[src/rtl/wb_stage_grf.sv]
// rtl/wb_stage_grf.sv - MIPS write-back stage with 32x32 register file and retire counter
//
// Decodes the latched W-stage instruction, selects the write-back value,
// commits it into the register file and serves two bypassed D-stage reads.
//
// Ports:
//   clk, reset                 clock, synchronous active-high reset
//   instr_W, pc_W              W-stage instruction (0 = bubble) and its PC
//   pcPlus8_W                  link value for jal
//   aluRes_W                   ALU result / load address (byte lane select)
//   extImm_W                   extended immediate (lui result)
//   dmData_W                   raw aligned data-memory word
//   hiloData_W                 HI/LO value for mfhi/mflo
//   rs_addr_D, rt_addr_D       D-stage read addresses
//   rs_data_D, rt_data_D       D-stage read data with write-through bypass
//   wb_we, wb_addr, wb_data    write-back triple for forwarding (zeroed when idle)
//   retire_cnt                 count of committed non-bubble instructions

module wb_stage_grf #(
   parameter logic [31:0] PC_RESET = 32'h0000_3000
) (
   input  logic        clk,
   input  logic        reset,
   input  logic [31:0] instr_W,
   input  logic [31:0] pc_W,
   input  logic [31:0] pcPlus8_W,
   input  logic [31:0] aluRes_W,
   input  logic [31:0] extImm_W,
   input  logic [31:0] dmData_W,
   input  logic [31:0] hiloData_W,
   input  logic [4:0]  rs_addr_D,
   input  logic [4:0]  rt_addr_D,
   output logic [31:0] rs_data_D,
   output logic [31:0] rt_data_D,
   output logic        wb_we,
   output logic [4:0]  wb_addr,
   output logic [31:0] wb_data,
   output logic [31:0] retire_cnt
);

   localparam logic [5:0] OP_SPECIAL = 6'b000000;
   localparam logic [5:0] OP_JAL     = 6'b000011;
   localparam logic [5:0] OP_ADDI    = 6'b001000;
   localparam logic [5:0] OP_ANDI    = 6'b001100;
   localparam logic [5:0] OP_ORI     = 6'b001101;
   localparam logic [5:0] OP_LUI     = 6'b001111;
   localparam logic [5:0] OP_LB      = 6'b100000;
   localparam logic [5:0] OP_LH      = 6'b100001;
   localparam logic [5:0] OP_LW      = 6'b100011;

   localparam logic [5:0] FN_MFHI    = 6'b010000;
   localparam logic [5:0] FN_MFLO    = 6'b010010;
   localparam logic [5:0] FN_ADD     = 6'b100000;
   localparam logic [5:0] FN_SUB     = 6'b100010;
   localparam logic [5:0] FN_AND     = 6'b100100;
   localparam logic [5:0] FN_OR      = 6'b100101;
   localparam logic [5:0] FN_SLT     = 6'b101010;
   localparam logic [5:0] FN_SLTU    = 6'b101011;

   logic [5:0]  op;
   logic [5:0]  funct;
   logic [4:0]  rt;
   logic [4:0]  rd;

   assign op    = instr_W[31:26];
   assign funct = instr_W[5:0];
   assign rt    = instr_W[20:16];
   assign rd    = instr_W[15:11];

   // PC, rs field and shamt are not needed for write-back; folded here so
   // they are visibly consumed.
   logic unused_ok;
   assign unused_ok = ^{pc_W, PC_RESET, instr_W[25:21], instr_W[10:6]};

   // Little-endian lane extraction for sub-word loads
   logic [7:0]  lb_byte;
   logic [15:0] lh_half;

   always_comb begin
      lb_byte = dmData_W[7:0];
      case (aluRes_W[1:0])
         2'd0: lb_byte = dmData_W[7:0];
         2'd1: lb_byte = dmData_W[15:8];
         2'd2: lb_byte = dmData_W[23:16];
         2'd3: lb_byte = dmData_W[31:24];
         default: lb_byte = dmData_W[7:0];
      endcase
      lh_half = aluRes_W[1] ? dmData_W[31:16] : dmData_W[15:0];
   end

   logic        dec_we;
   logic [4:0]  dec_dst;
   logic [31:0] dec_data;

   always_comb begin
      dec_we   = 1'b0;
      dec_dst  = 5'd0;
      dec_data = 32'd0;
      case (op)
         OP_SPECIAL: begin
            case (funct)
               FN_ADD, FN_SUB, FN_AND, FN_OR, FN_SLT, FN_SLTU: begin
                  dec_we   = 1'b1;
                  dec_dst  = rd;
                  dec_data = aluRes_W;
               end
               FN_MFHI, FN_MFLO: begin
                  dec_we   = 1'b1;
                  dec_dst  = rd;
                  dec_data = hiloData_W;
               end
               default: ;
            endcase
         end
         OP_ADDI, OP_ANDI, OP_ORI: begin
            dec_we   = 1'b1;
            dec_dst  = rt;
            dec_data = aluRes_W;
         end
         OP_LUI: begin
            dec_we   = 1'b1;
            dec_dst  = rt;
            dec_data = extImm_W;
         end
         OP_LW: begin
            dec_we   = 1'b1;
            dec_dst  = rt;
            dec_data = dmData_W;
         end
         OP_LH: begin
            dec_we   = 1'b1;
            dec_dst  = rt;
            dec_data = {{16{lh_half[15]}}, lh_half};
         end
         OP_LB: begin
            dec_we   = 1'b1;
            dec_dst  = rt;
            dec_data = {{24{lb_byte[7]}}, lb_byte};
         end
         OP_JAL: begin
            dec_we   = 1'b1;
            dec_dst  = 5'd31;
            dec_data = pcPlus8_W;
         end
         default: ;
      endcase
   end

   // Writes to $0 are dropped here so forwarding logic never sees them
   assign wb_we   = dec_we && (dec_dst != 5'd0);
   assign wb_addr = wb_we ? dec_dst  : 5'd0;
   assign wb_data = wb_we ? dec_data : 32'd0;

   // Entry 0 is never written; reads of $0 are forced to zero below
   logic [31:0] regs [0:31];

   always_ff @(posedge clk) begin
      if (reset) begin
         for (int i = 1; i < 32; i++) begin
            regs[i] <= 32'd0;
         end
      end else if (wb_we) begin
         regs[wb_addr] <= wb_data;
      end
   end

   always_comb begin
      rs_data_D = 32'd0;
      if (rs_addr_D != 5'd0) begin
         if (wb_we && (wb_addr == rs_addr_D)) begin
            rs_data_D = wb_data;
         end else begin
            rs_data_D = regs[rs_addr_D];
         end
      end
   end

   always_comb begin
      rt_data_D = 32'd0;
      if (rt_addr_D != 5'd0) begin
         if (wb_we && (wb_addr == rt_addr_D)) begin
            rt_data_D = wb_data;
         end else begin
            rt_data_D = regs[rt_addr_D];
         end
      end
   end

   always_ff @(posedge clk) begin
      if (reset) begin
         retire_cnt <= 32'd0;
      end else if (instr_W != 32'd0) begin
         retire_cnt <= retire_cnt + 32'd1;
      end
   end

endmodule
[config.mk]
export PLATFORM = sky130hd
export DESIGN_NAME = wb_stage_grf
export DESIGN_NICKNAME = d
export VERILOG_FILES = /design/src/rtl/wb_stage_grf.sv
export SDC_FILE = /design/constraint.sdc
export NUM_CORES = 2
export LEC_CHECK = 0
export ABC_CLOCK_PERIOD_IN_PS = 4860
export BUFFER_PORTS_ARGS = -buffer_cell sky130_fd_sc_hd__buf_2
export CAP_MARGIN = 15
export CORE_ASPECT_RATIO = 1.5
export CORE_MARGIN = 2
export CORE_UTILIZATION = 40
export DETAILED_ROUTE_END_ITERATION = 16
export PLACE_DENSITY_LB_ADDON = 0.08
export SLEW_MARGIN = 20
export SYNTH_ARGS = -nofsm -noshare
export SYNTH_HDL_FRONTEND = slang
export SYNTH_SLANG_ARGS = --single-unit
[constraint.sdc]
create_clock -name clk -period 4.86 [get_ports clk]
set_input_delay 0.243 -clock clk [delete_from_list [all_inputs] [get_ports clk]]
set_output_delay 0.243 -clock clk [all_outputs]
set_load 0.02 [all_outputs]
==> results.txt <==
- Post-route minimum period: a little over 4 ns
* Critical path peak fanout: 27
* Number of buffer cells added on primary ports: between 300 and 400
- Cell-by-cell trace of the critical path: buf_2, mux4_2, nand3_1, o21a_1, o211ai_1, a21oi_1, buf_4, or2_2, inv_1, buf_2
- For this run, the number of Yosys warnings is 0.
* Status: finished clean
- GRT Residual Overflow: 0
- DP Wirelength: 149000 um
* Effective utilization at floorplan: 40.2%
- Dividing total power by cell area gives a power density of between 300 and 400 nW/um2.
- Relative to the synthesized area, the layout overhead comes to 14.5%.
- Once the clock tree was built, the setup fixing pass inserted 0 buffers.
- Number of enable flip-flop cells after synthesis: 1024
- After detailed routing, the average wire length per cell comes to 38.3 um.
- For this block, the initial DRC count from the detailed router was about 4700.
- For the pin with the worst max-slew slack, the measured transition is between 1 and 1.5 ns.
* Overall global routing resource usage: roughly 33%
- Maximum number of pins on one net before global-route repair: 83
* Cell area after synthesis: 56700 um2
- After clock tree synthesis, the clock-pin slew on the worst setup and hold paths is about 0.07 ns.
- The count of final hold-check violations came to 0.
- Drt drc: 0
- The initial antenna violation count was 16.
* Most repeated cell in the gate-level netlist after synthesis: sky130_fd_sc_hd__nor2_1
- Floorplan Core Area: ~140000 um2
- Counting flops with an async set or reset pin after synthesis yields a share of 0%.
- Clock tree from TritonCTS: done
- Setup TNS Final: 0 ns
- Row generation in the floorplan step produced 169 rows.
* Maximum clock skew at final layout: between 0.015 and 0.02 ns
* Top cell by count, worst path: sky130_fd_sc_hd__buf_2
- Placer Congestion: roughly 0.94
- Final number of max-transition violations: 0
- In the synthesized netlist, the number of instances is 3930.
- Number of standard cells in the layout, taps in and fillers out: about 6200
- The worst setup path is launched from a primary input.
- Total wire length after detailed routing: 237000 um
- Library cell used as clock root buffer: sky130_fd_sc_hd__clkbuf_16
* Post-route clock period utilization: a little over four fifths
* Post-route worst hold slack: around 0.09 ns
* Maximum capacitance violations: 0
- Ranked by instance count, the synthesized netlist is headed by 1195 x sky130_fd_sc_hd__nor2_1, 1024 x sky130_fd_sc_hd__edfxtp_1, 644 x sky130_fd_sc_hd__mux4_2.
* Synthesized area per cell: about 14 um2
* Critical path's slowest cell: sky130_fd_sc_hd__o21a_1
* Quantity of gates resized following cts: 0
* Sink Count: 1056
- Timing would allow up to 0.243 GHz.
* Area fraction of the dominant cell type after synthesis: 54.2%
* Cell count after placement: approximately 6000
- Summed over all instances, the cell type with the most area after synthesis is sky130_fd_sc_hd__edfxtp_1.
- Setup violations remaining at the end of the flow were counted as 0.
* Crit path largest cell delay: between 0.7 and 0.8 ns
- Once detail routing completed, the nets flagged for antenna violations numbered 0.
* Top cell family by delay on the critical path: compound AO/OA/AOI/OAI gates
- The number of buffers and inverters on the critical path is 4.
- Buffers inserted to repair hold after CTS numbered 1.
- TritonCTS created 107 clock buffers.
* Clk Latency, worst-skew pair: 0.72 ns
* Seq cells post-synth: between 1000 and 1500
* Max H-tree Level: 3
* Final design area excluding fillers: between 60000 and 70000 um2
* Total Die Area: between 100000 and 150000 um2
- DIE HEIGHT: roughly 470 um
- For this design the static power due to leakage is approximately 21 nW.
* Proportion of synthesized chip area in sequential cells: roughly 55%
* Max-slew headroom at the worst pin: between 30% and 40%
- Path class of the lowest-slack min-delay path: in -> reg
- Vias in the first global route: between 40000 and 50000
- Number of nets in the layout: around 4400
- Number of vias after detailed routing: between 30000 and 40000
* Critical path type: in -> out
- The clock passes through at most 3 buffers.
- Cell Area, Placed: a little over 60000 um2
- In the post-synthesis netlist, the biggest area contributors are sky130_fd_sc_hd__edfxtp_1 54%, sky130_fd_sc_hd__mux4_2 26%, sky130_fd_sc_hd__nor2_1 7.9%, sky130_fd_sc_hd__clkbuf_1 1.6%, sky130_fd_sc_hd__dfxtp_1 1.1%.
* Ratio of routed vias to standard cells: approximately 6.4
- Width of the chip: 311 um
* Arrival time at the worst endpoint: approximately 3.9 ns
- The worst setup path is captured at a primary output.
- Length of the first detailed-routing pass in iterations: 8
- Worst vdd ir: approximately 0.27 mV
- Worst EP required: 4.62 ns
- Number of library cell types mapped by synthesis: 73
- Top-level I/O count: 370
- Wire length of the first global-routing pass: 325000 um
* Share of post-route cells with drive strength above 1: 34.6%
* Top_reg_cell synth: sky130_fd_sc_hd__edfxtp_1
- Setup repair after global routing missed its margin: false
[cells in the final DEF, fill, tap and decap left out, types with 8 or more instances in the layout]
master / instances
sky130_fd_sc_hd__mux2_1: 30
sky130_fd_sc_hd__mux4_2: 644
sky130_fd_sc_hd__a222oi_1: 32
sky130_fd_sc_hd__nand2b_2: 31
sky130_fd_sc_hd__or2_1: 17
sky130_fd_sc_hd__and4_1: 12
sky130_fd_sc_hd__buf_4: 187
sky130_fd_sc_hd__or3_1: 16
sky130_fd_sc_hd__mux2i_1: 43
sky130_fd_sc_hd__a211oi_1: 32
sky130_fd_sc_hd__clkinv_1: 24
sky130_fd_sc_hd__dfxtp_1: 32
sky130_fd_sc_hd__and3_1: 14
sky130_fd_sc_hd__inv_1: 32
sky130_fd_sc_hd__edfxtp_1: 1024
sky130_fd_sc_hd__a22oi_1: 32
sky130_fd_sc_hd__buf_2: 330
sky130_fd_sc_hd__xnor2_1: 15
sky130_fd_sc_hd__nand2_1: 21
sky130_fd_sc_hd__clkinv_2: 22
sky130_fd_sc_hd__buf_12: 38
sky130_fd_sc_hd__o211ai_1: 20
sky130_fd_sc_hd__diode_2: 11
sky130_fd_sc_hd__nand3_1: 14
sky130_fd_sc_hd__nand2_2: 23
sky130_fd_sc_hd__or2_2: 14
sky130_fd_sc_hd__conb_1: 32
sky130_fd_sc_hd__clkbuf_1: 15
sky130_fd_sc_hd__a21oi_2: 11
sky130_fd_sc_hd__bufinv_16: 8
sky130_fd_sc_hd__nor2_1: 1193
sky130_fd_sc_hd__a31oi_1: 37
sky130_fd_sc_hd__o21ai_0: 21
sky130_fd_sc_hd__a21oi_1: 28
sky130_fd_sc_hd__clkbuf_16: 112
sky130_fd_sc_hd__inv_2: 11
[path summary, 6_finish.rpt]
path	startpoint	to	slack [ns]	cells past startpoint
max	aluRes_W[1]	wb_data[30]	0.74	10
min	dmData_W[20]	regs[20][20]	0.09	4
max reg2reg	retire_cnt[3]	retire_cnt[27]	2.14	6
min reg2reg	retire_cnt[27]	retire_cnt[27]	0.51	2
[cell type report]
type,instances,area (um2)
antenna,11,27.5
clock buffer,130,2900
clock inverter,66,538
fill,12608,76100
inverter,45,179
multi-input combinational,2440,23600
sequential,1056,31400
tap,1881,2350
timing repair buffer,560,3890
[metal layers]
layer | vias to the layer above | track usage (%) | wire, um | share of wire (%)
li1 | 15726 | - | - | -
met1 | 20879 | 37.9 | 82300 | 35
met2 | 2216 | 57.2 | 121000 | 51
met4 | 2 | 17.2 | 13800 | 5.8
met3 | 544 | 6.46 | 19400 | 8.2
met5 | - | 0 | 13 | 0.0055
[sequential cells by signal, indices dropped and copies added, names as in the netlist]
| name | cells |
|---|---|
| regs | 1024 |
| retire_cnt | 32 |
[power breakdown]
group	total [mW]	internal [mW]	switching, mW
registers	10.6	10.4	0.219
logic	3.09	1.34	1.76
clock network	8.38	4.65	3.73
total	22.1	16.4	5.70
[cell families (layout without fill, tap and decap cells)]
family	Yosys count	after routing	share of synthesized area, %
AOI/OAI and AO/OA	247	247	3.28
xor gates and xnor gates	23	23	0.355
adders and majority gates	1	1	0.0221
buffers and inverters	465	801	3.55
DFF	1056	1056	55.4
muxes	720	720	27.0
other	1	43	0.00662
and+or+nand+nor	1417	1417	10.4
[worst register-to-register path, stage by stage, from the launching register on]
cell and delay [ns]:
sky130_fd_sc_hd__dfxtp_1 0.44, sky130_fd_sc_hd__and4_1 0.31, sky130_fd_sc_hd__and4_1 0.31, sky130_fd_sc_hd__nand4_1 0.35
sky130_fd_sc_hd__or3_1 0.67, sky130_fd_sc_hd__or3_1 0.43, sky130_fd_sc_hd__a21oi_1 0.15
[stage by stage]
stage	util, %	worst slack, ns	total power, mW
floorplan	-	1.67	12.6
global placement	43.5	0.707	13.9
detailed placement	43.5	0.748	13.9
CTS	46.0	0.736	22.2
global route	46.0	0.633	22.7
finish	46.0	0.742	22.1
Note: power is estimated with default switching activity, not from simulation.
